===== src/rtl/motor_cmd_ramp.sv =====
// Slew-rate limiter and safety stage ahead of the H-bridge driver: clamps and ramps signed duty
// commands, forces a zero-duty dwell before any direction reversal, and zeroes on controller loss.
module motor_cmd_ramp #(
    parameter int unsigned NBits       = 9,
    parameter int unsigned MaxMag      = 2 ** (NBits - 1) - 1,
    parameter int unsigned Step        = 16,
    parameter int unsigned StepDiv     = 4,
    parameter int unsigned DwellCycles = 8,
    parameter int unsigned WdCycles    = 1000
) (
    input  logic             clk,
    input  logic             rst,
    input  logic             en,
    input  logic [NBits-1:0] cmd_i,
    input  logic             cmd_valid_i,
    output logic [NBits-1:0] pwm_o,
    output logic             settled_o,
    output logic             timeout_o
);

    localparam int unsigned PreW = (StepDiv > 1) ? $clog2(StepDiv) : 1;
    localparam int unsigned DwW  = (DwellCycles > 1) ? $clog2(DwellCycles) : 1;
    localparam int unsigned WdW  = (WdCycles > 1) ? $clog2(WdCycles) : 1;

    localparam logic [PreW-1:0] PreLast = PreW'(StepDiv - 1);
    localparam logic [DwW-1:0]  DwLoad  = DwW'(DwellCycles - 1);
    localparam logic [WdW-1:0]  WdLast  = WdW'((WdCycles > 0) ? WdCycles - 1 : 0);

    // One extra bit so differences between two in-range duties never wrap.
    typedef logic signed [NBits:0]   wide_t;
    typedef logic signed [NBits-1:0] duty_t;

    localparam wide_t MaxPos = wide_t'(MaxMag);
    localparam wide_t MaxNeg = -MaxPos;
    localparam wide_t StepW  = wide_t'(Step);

    typedef enum logic [0:0] {StRamp, StDwell} state_e;

    state_e          state_q, state_d;
    duty_t           pwm_q, pwm_d;
    duty_t           target_q, target_d;
    logic            settled_q, settled_d;
    logic            timeout_q, timeout_d;
    logic [PreW-1:0] pre_q, pre_d;
    logic [DwW-1:0]  dwell_q, dwell_d;
    logic [WdW-1:0]  wd_q, wd_d;

    logic  tick;
    logic  wd_expire;
    logic  reversing;
    logic  zero_reached;
    wide_t cmd_w;
    wide_t pwm_w;
    wide_t tgt_w;
    wide_t diff_w;
    wide_t diff_abs;
    wide_t pwm_abs;
    duty_t cmd_clamp;
    duty_t toward_tgt;
    duty_t toward_zero;

    // Symmetric saturation; the most negative code maps to -MaxMag.
    always_comb begin
        cmd_w = wide_t'($signed(cmd_i));
        if (cmd_w > MaxPos) begin
            cmd_clamp = duty_t'(MaxPos);
        end else if (cmd_w < MaxNeg) begin
            cmd_clamp = duty_t'(MaxNeg);
        end else begin
            cmd_clamp = duty_t'(cmd_w);
        end
    end

    always_comb begin
        wd_expire = 1'b0;
        wd_d      = wd_q;
        if (cmd_valid_i) begin
            wd_d = '0;
        end else if (WdCycles != 0) begin
            if (wd_q == WdLast) begin
                wd_expire = 1'b1;
            end else begin
                wd_d = wd_q + WdW'(1);
            end
        end
    end

    // A valid command in the expiry cycle takes precedence over the timeout.
    always_comb begin
        target_d  = target_q;
        timeout_d = timeout_q;
        if (cmd_valid_i) begin
            target_d  = cmd_clamp;
            timeout_d = 1'b0;
        end else if (wd_expire) begin
            target_d  = '0;
            timeout_d = 1'b1;
        end
    end

    always_comb begin
        pwm_w    = wide_t'(pwm_q);
        tgt_w    = wide_t'(target_q);
        diff_w   = tgt_w - pwm_w;
        diff_abs = diff_w[NBits] ? -diff_w : diff_w;
        pwm_abs  = pwm_w[NBits] ? -pwm_w : pwm_w;

        reversing = (pwm_q != '0) && (target_q != '0) &&
                    (pwm_q[NBits-1] != target_q[NBits-1]);

        if (diff_abs <= StepW) begin
            toward_tgt = target_q;
        end else if (diff_w[NBits]) begin
            toward_tgt = duty_t'(pwm_w - StepW);
        end else begin
            toward_tgt = duty_t'(pwm_w + StepW);
        end

        zero_reached = (pwm_abs <= StepW);
        if (zero_reached) begin
            toward_zero = '0;
        end else if (pwm_q[NBits-1]) begin
            toward_zero = duty_t'(pwm_w + StepW);
        end else begin
            toward_zero = duty_t'(pwm_w - StepW);
        end

        tick = (pre_q == PreLast);
    end

    always_comb begin
        state_d = state_q;
        unique case (state_q)
            StRamp: begin
                if (tick && reversing && zero_reached) begin
                    state_d = StDwell;
                end
            end
            StDwell: begin
                if (dwell_q == '0) begin
                    state_d = StRamp;
                end
            end
            default: state_d = StRamp;
        endcase
    end

    // Leaving the dwell restarts the prescaler so the first step is a full tick period away.
    always_comb begin
        pwm_d   = pwm_q;
        dwell_d = dwell_q;
        pre_d   = tick ? '0 : pre_q + PreW'(1);
        unique case (state_q)
            StRamp: begin
                if (tick) begin
                    if (reversing) begin
                        pwm_d = toward_zero;
                        if (zero_reached) begin
                            dwell_d = DwLoad;
                        end
                    end else begin
                        pwm_d = toward_tgt;
                    end
                end
            end
            StDwell: begin
                pwm_d = '0;
                if (dwell_q == '0) begin
                    pre_d = '0;
                end else begin
                    dwell_d = dwell_q - DwW'(1);
                end
            end
            default: begin
                pwm_d = '0;
            end
        endcase
        settled_d = (pwm_d == target_d) && (state_d == StRamp);
    end

    always_ff @(posedge clk) begin
        if (rst) begin
            state_q   <= StRamp;
            pwm_q     <= '0;
            target_q  <= '0;
            settled_q <= 1'b1;
            timeout_q <= 1'b0;
            pre_q     <= '0;
            dwell_q   <= '0;
            wd_q      <= '0;
        end else if (en) begin
            state_q   <= state_d;
            pwm_q     <= pwm_d;
            target_q  <= target_d;
            settled_q <= settled_d;
            timeout_q <= timeout_d;
            pre_q     <= pre_d;
            dwell_q   <= dwell_d;
            wd_q      <= wd_d;
        end
    end

    assign pwm_o     = pwm_q;
    assign settled_o = settled_q;
    assign timeout_o = timeout_q;

endmodule


===== config.mk =====
export PLATFORM = sky130hd
export DESIGN_NAME = motor_cmd_ramp
export DESIGN_NICKNAME = d
export VERILOG_FILES = /design/src/rtl/motor_cmd_ramp.sv
export SDC_FILE = /design/constraint.sdc
export NUM_CORES = 1
export LEC_CHECK = 0
export BUFFER_PORTS_ARGS = -buffer_cell sky130_fd_sc_hd__buf_2
export CAP_MARGIN = 15
export CORE_ASPECT_RATIO = 1.5
export CORE_UTILIZATION = 45
export CTS_BUF_LIST = sky130_fd_sc_hd__clkbuf_4
export DETAILED_ROUTE_END_ITERATION = 10
export GPL_ROUTABILITY_DRIVEN = 0
export PLACE_DENSITY_LB_ADDON = 0.15
export SLEW_MARGIN = 0
export SYNTH_ARGS = -nofsm -noshare
export SYNTH_HDL_FRONTEND = slang
export SYNTH_SLANG_ARGS = --single-unit

===== constraint.sdc =====
create_clock -name clk -period 8.1 [get_ports clk]
set_input_delay 1.62 -clock clk [delete_from_list [all_inputs] [get_ports clk]]
set_output_delay 1.62 -clock clk [all_outputs]
set_load 0.05 [all_outputs]

==> impl_metrics.tcl <==
set metrics [dict create \
    outcome "complete, no violations" \
    netlist_top_cells_count "63 x nor2_1, 36 x dfxtp_1, 28 x nand2_1, 24 x a21oi_1, 22 x a22oi_1" \
    ir_worst_vdd_v 0.00009363 \
    avgRoutedWirePerCell_um 16.53 \
    route.detailed.drc 0 \
    finalSetupViolations 0 \
    syn_avg_cell_area_sq_um 7.562 \
    numCtsBuffers 5 \
    fin_total_pwr_uw 458.8 \
    overflow 0 \
    clockRootBuffer "clkbuf_4" \
    die-area_sq_um 7611 \
    via_count 3239 \
    ys_async_sr_fraction 0 \
    cts.hold.buffers_added 0 \
    p_leak_nw 1.298 \
    r2r-start "pwm_o[4]$_SDFFE_PP0P_" \
    ys.flop_type "dfxtp_1" \
    area_growth_syn_to_layout_pct 4.596 \
    crit_path_max_fanout 11 \
    min_period_ps 4366 \
    first_pass_iters 5 \
    required_ps 8360 \
    grt_pass1_wl_um 14710 \
    drv_slew 0 \
    rsz0062_at_grt "no" \
    crit_slowest_cell "dfxtp_1" \
    place_area_sq_um 3361 \
    worstHoldStart "pre_q[1]$_SDFFE_PP0P_" \
    yosysMostFrequentCell "nor2_1" \
    post_cts_buffers 0 \
    crit_chain "inv_1 > ha_1 > a21o_1 > or3_1 > a211oi_2 > mux2i_1 > a32o_1 > o211ai_4 > and2_4 > mux2_4 > a311oi_2 > xor2_1 > o211ai_1 > o31ai_2" \
    design.core.area_sq_um 6944 \
    synth_fp_nets 465 \
    hold_path.class "reg2reg" \
    arrival_ps 4630 \
    cts_sinks 36 \
    power_density_nw_per_um2 134.3 \
    grt_usage 0.2402 \
    io_pins 24 \
    clk_pin_slew_worst_paths_ps 110 \
    max_stage_delay_ps 600 \
    antenna_found_initial 0 \
    viasPerCell 6.229 \
    skew_ps 8.557 \
    final_nets 474 \
    path_buf_inv 1 \
    fp-row-count 37 \
    worstMarginPinSlew_ps 782.0 \
    dp_cells 512 \
    layout-drive-gt1-share 0.1244 \
    synth_cells 432 \
    instances_no_fill 520 \
    dp_hpwl_um 6580 \
    first_iter_violations 247 \
    antenna_left 0 \
    crit_path_start "pwm_o[4]$_SDFFE_PP0P_" \
    post_cts_resized 0 \
    diodes 0 \
    final_util 0.4921 \
    cts_buffer_depth 2 \
    endpoint_kind "flop" \
    start_util 0.4705 \
    numPortBuffers 23 \
    fmax_mhz 229.0 \
    design_area_sq_um 3417 \
    ys_ff_latch 36 \
    relSlewSlack 0.4731 \
    grt_max_degree 29 \
    yosysWarningCount 0 \
    cp_top_family "compound AO/OA/AOI/OAI gates" \
    drv_cap 0 \
    yosysSeqAreaShare 0.2206 \
    fin_tns_setup_ps 0 \
    synth_edf_count 0 \
    die_w_um 71.57 \
    startpoint_type "flop" \
    netlist_area_sq_um 3267 \
    die_y_um 106.4 \
    h-tree-depth 2 \
    clk_latency_ps 340 \
    drt_wl_total_um 8595 \
    synth_area_leader_cell "dfxtp_1" \
    worstSetupPathType "reg2reg" \
    cts_tree "built" \
    grt_pass1_vias 3143 \
    yosys-top-cells-area "dfxtp_1 22%, ha_1 7.3%, nor2_1 7.2%" \
    synth_cell_types 74 \
    synth_top_area_share 0.2206 \
    finalHoldViolCount 0 \
    finalCritPeriodShare 0.5391 \
]
-- metal layers --
| layer | up-vias | wire, um | GRT usage | share of wire |
|---|---|---|---|---|
| met5 | - | 0 | 0 | 0 |
| met4 | 0 | 217 | 0.1106 | 0.025 |
| met3 | 22 | 357 | 0.02654 | 0.042 |
| met2 | 91 | 4400 | 0.4293 | 0.51 |
| met1 | 1515 | 3620 | 0.2825 | 0.42 |
| li1 | 1611 | - | - | - |
-- registers in the layout, summed over array words and instances, names as in the netlist --
| register | cells |
|---|---|
| dwell_q | 3 |
| target_q | 9 |
| timeout_o | 1 |
| wd_q | 10 |
| settled_o | 1 |
| state_q | 1 |
| pre_q | 2 |
| pwm_o | 9 |
-- final cells by class --
cell class | instances | area [sq um]
clock buffer | 7 | 52.55
tap | 78 | 97.59
fill | 723 | 3527
multi-input combinational | 354 | 2349
clock inverter | 1 | 3.754
timing repair buffer | 23 | 115.1
sequential | 36 | 720.7
inverter | 21 | 78.83
-- power by group --
group          total, mW  switching, mW  internal [mW]
registers          0.188        0.00689          0.181
logic              0.173          0.103         0.0692
clock network     0.0985         0.0584         0.0401
-- cells in the final DEF, fill, tap and decap left out, types with 3 or more instances in the layout --
master	netlist	layout
a22oi_1	22	22
nand2_1	28	28
inv_1	19	19
a211oi_1	6	6
nor2_1	63	63
nand4_1	7	7
a21o_1	4	4
a311oi_1	4	4
nor2b_1	7	7
a31oi_1	9	9
clkbuf_4	2	7
or3_1	6	6
nor4_1	8	8
o21ai_0	18	18
nor3_1	8	8
nand3_1	15	15
a211oi_2	3	3
and2_1	4	4
xor2_1	11	11
o211ai_1	3	3
nand2b_1	5	5
mux2i_1	6	6
a21oi_1	24	24
dfxtp_1	36	36
o31ai_1	5	5
xnor2_1	12	12
ha_1	19	19
o22ai_1	5	5
clkinv_1	2	3
buf_2	2	23
o21a_1	3	3
-- worst paths after layout --
path	to	slack (ps)	cells after the start
max	settled_o$_SDFFE_PP1P_	3730	14
min	pre_q[1]$_SDFFE_PP0P_	470	2
max reg2reg	settled_o$_SDFFE_PP1P_	3730	14
min reg2reg	pre_q[1]$_SDFFE_PP0P_	470	2
-- cells by family (layout without fill, tap and decap cells) --
| kind of cell | after synthesis | after routing | share of synthesized area |
|---|---|---|---|
| buf+inv | 42 | 52 | 0.06051 |
| mux | 8 | 8 | 0.02643 |
| xor+xnor | 24 | 24 | 0.06664 |
| flops | 36 | 36 | 0.2206 |
| simple gates | 168 | 168 | 0.2512 |
| fa+ha+maj | 20 | 20 | 0.07890 |
| compound gates | 134 | 134 | 0.2957 |
-- stage by stage --
step | setup WS (ps) | hold WS [ps]
floorplan | 3809 | 436.7
global placement | 3984 | 453.3
detailed placement | 3812 | 454.5
CTS | 3785 | 470.3
global route | 3453 | 504.3
finish | 3734 | 466.9
-- worst register-to-register path: stages, from the launching register on --
cell	delay, ps
dfxtp_1	600
inv_1	250
ha_1	450
a21o_1	270
or3_1	380
a211oi_2	370
mux2i_1	150
a32o_1	310
o211ai_4	150
and2_4	260
mux2_4	320
a311oi_2	300
xor2_1	180
o211ai_1	120
o31ai_2	180
No activity file was read; power rests on OpenSTA's default activity.
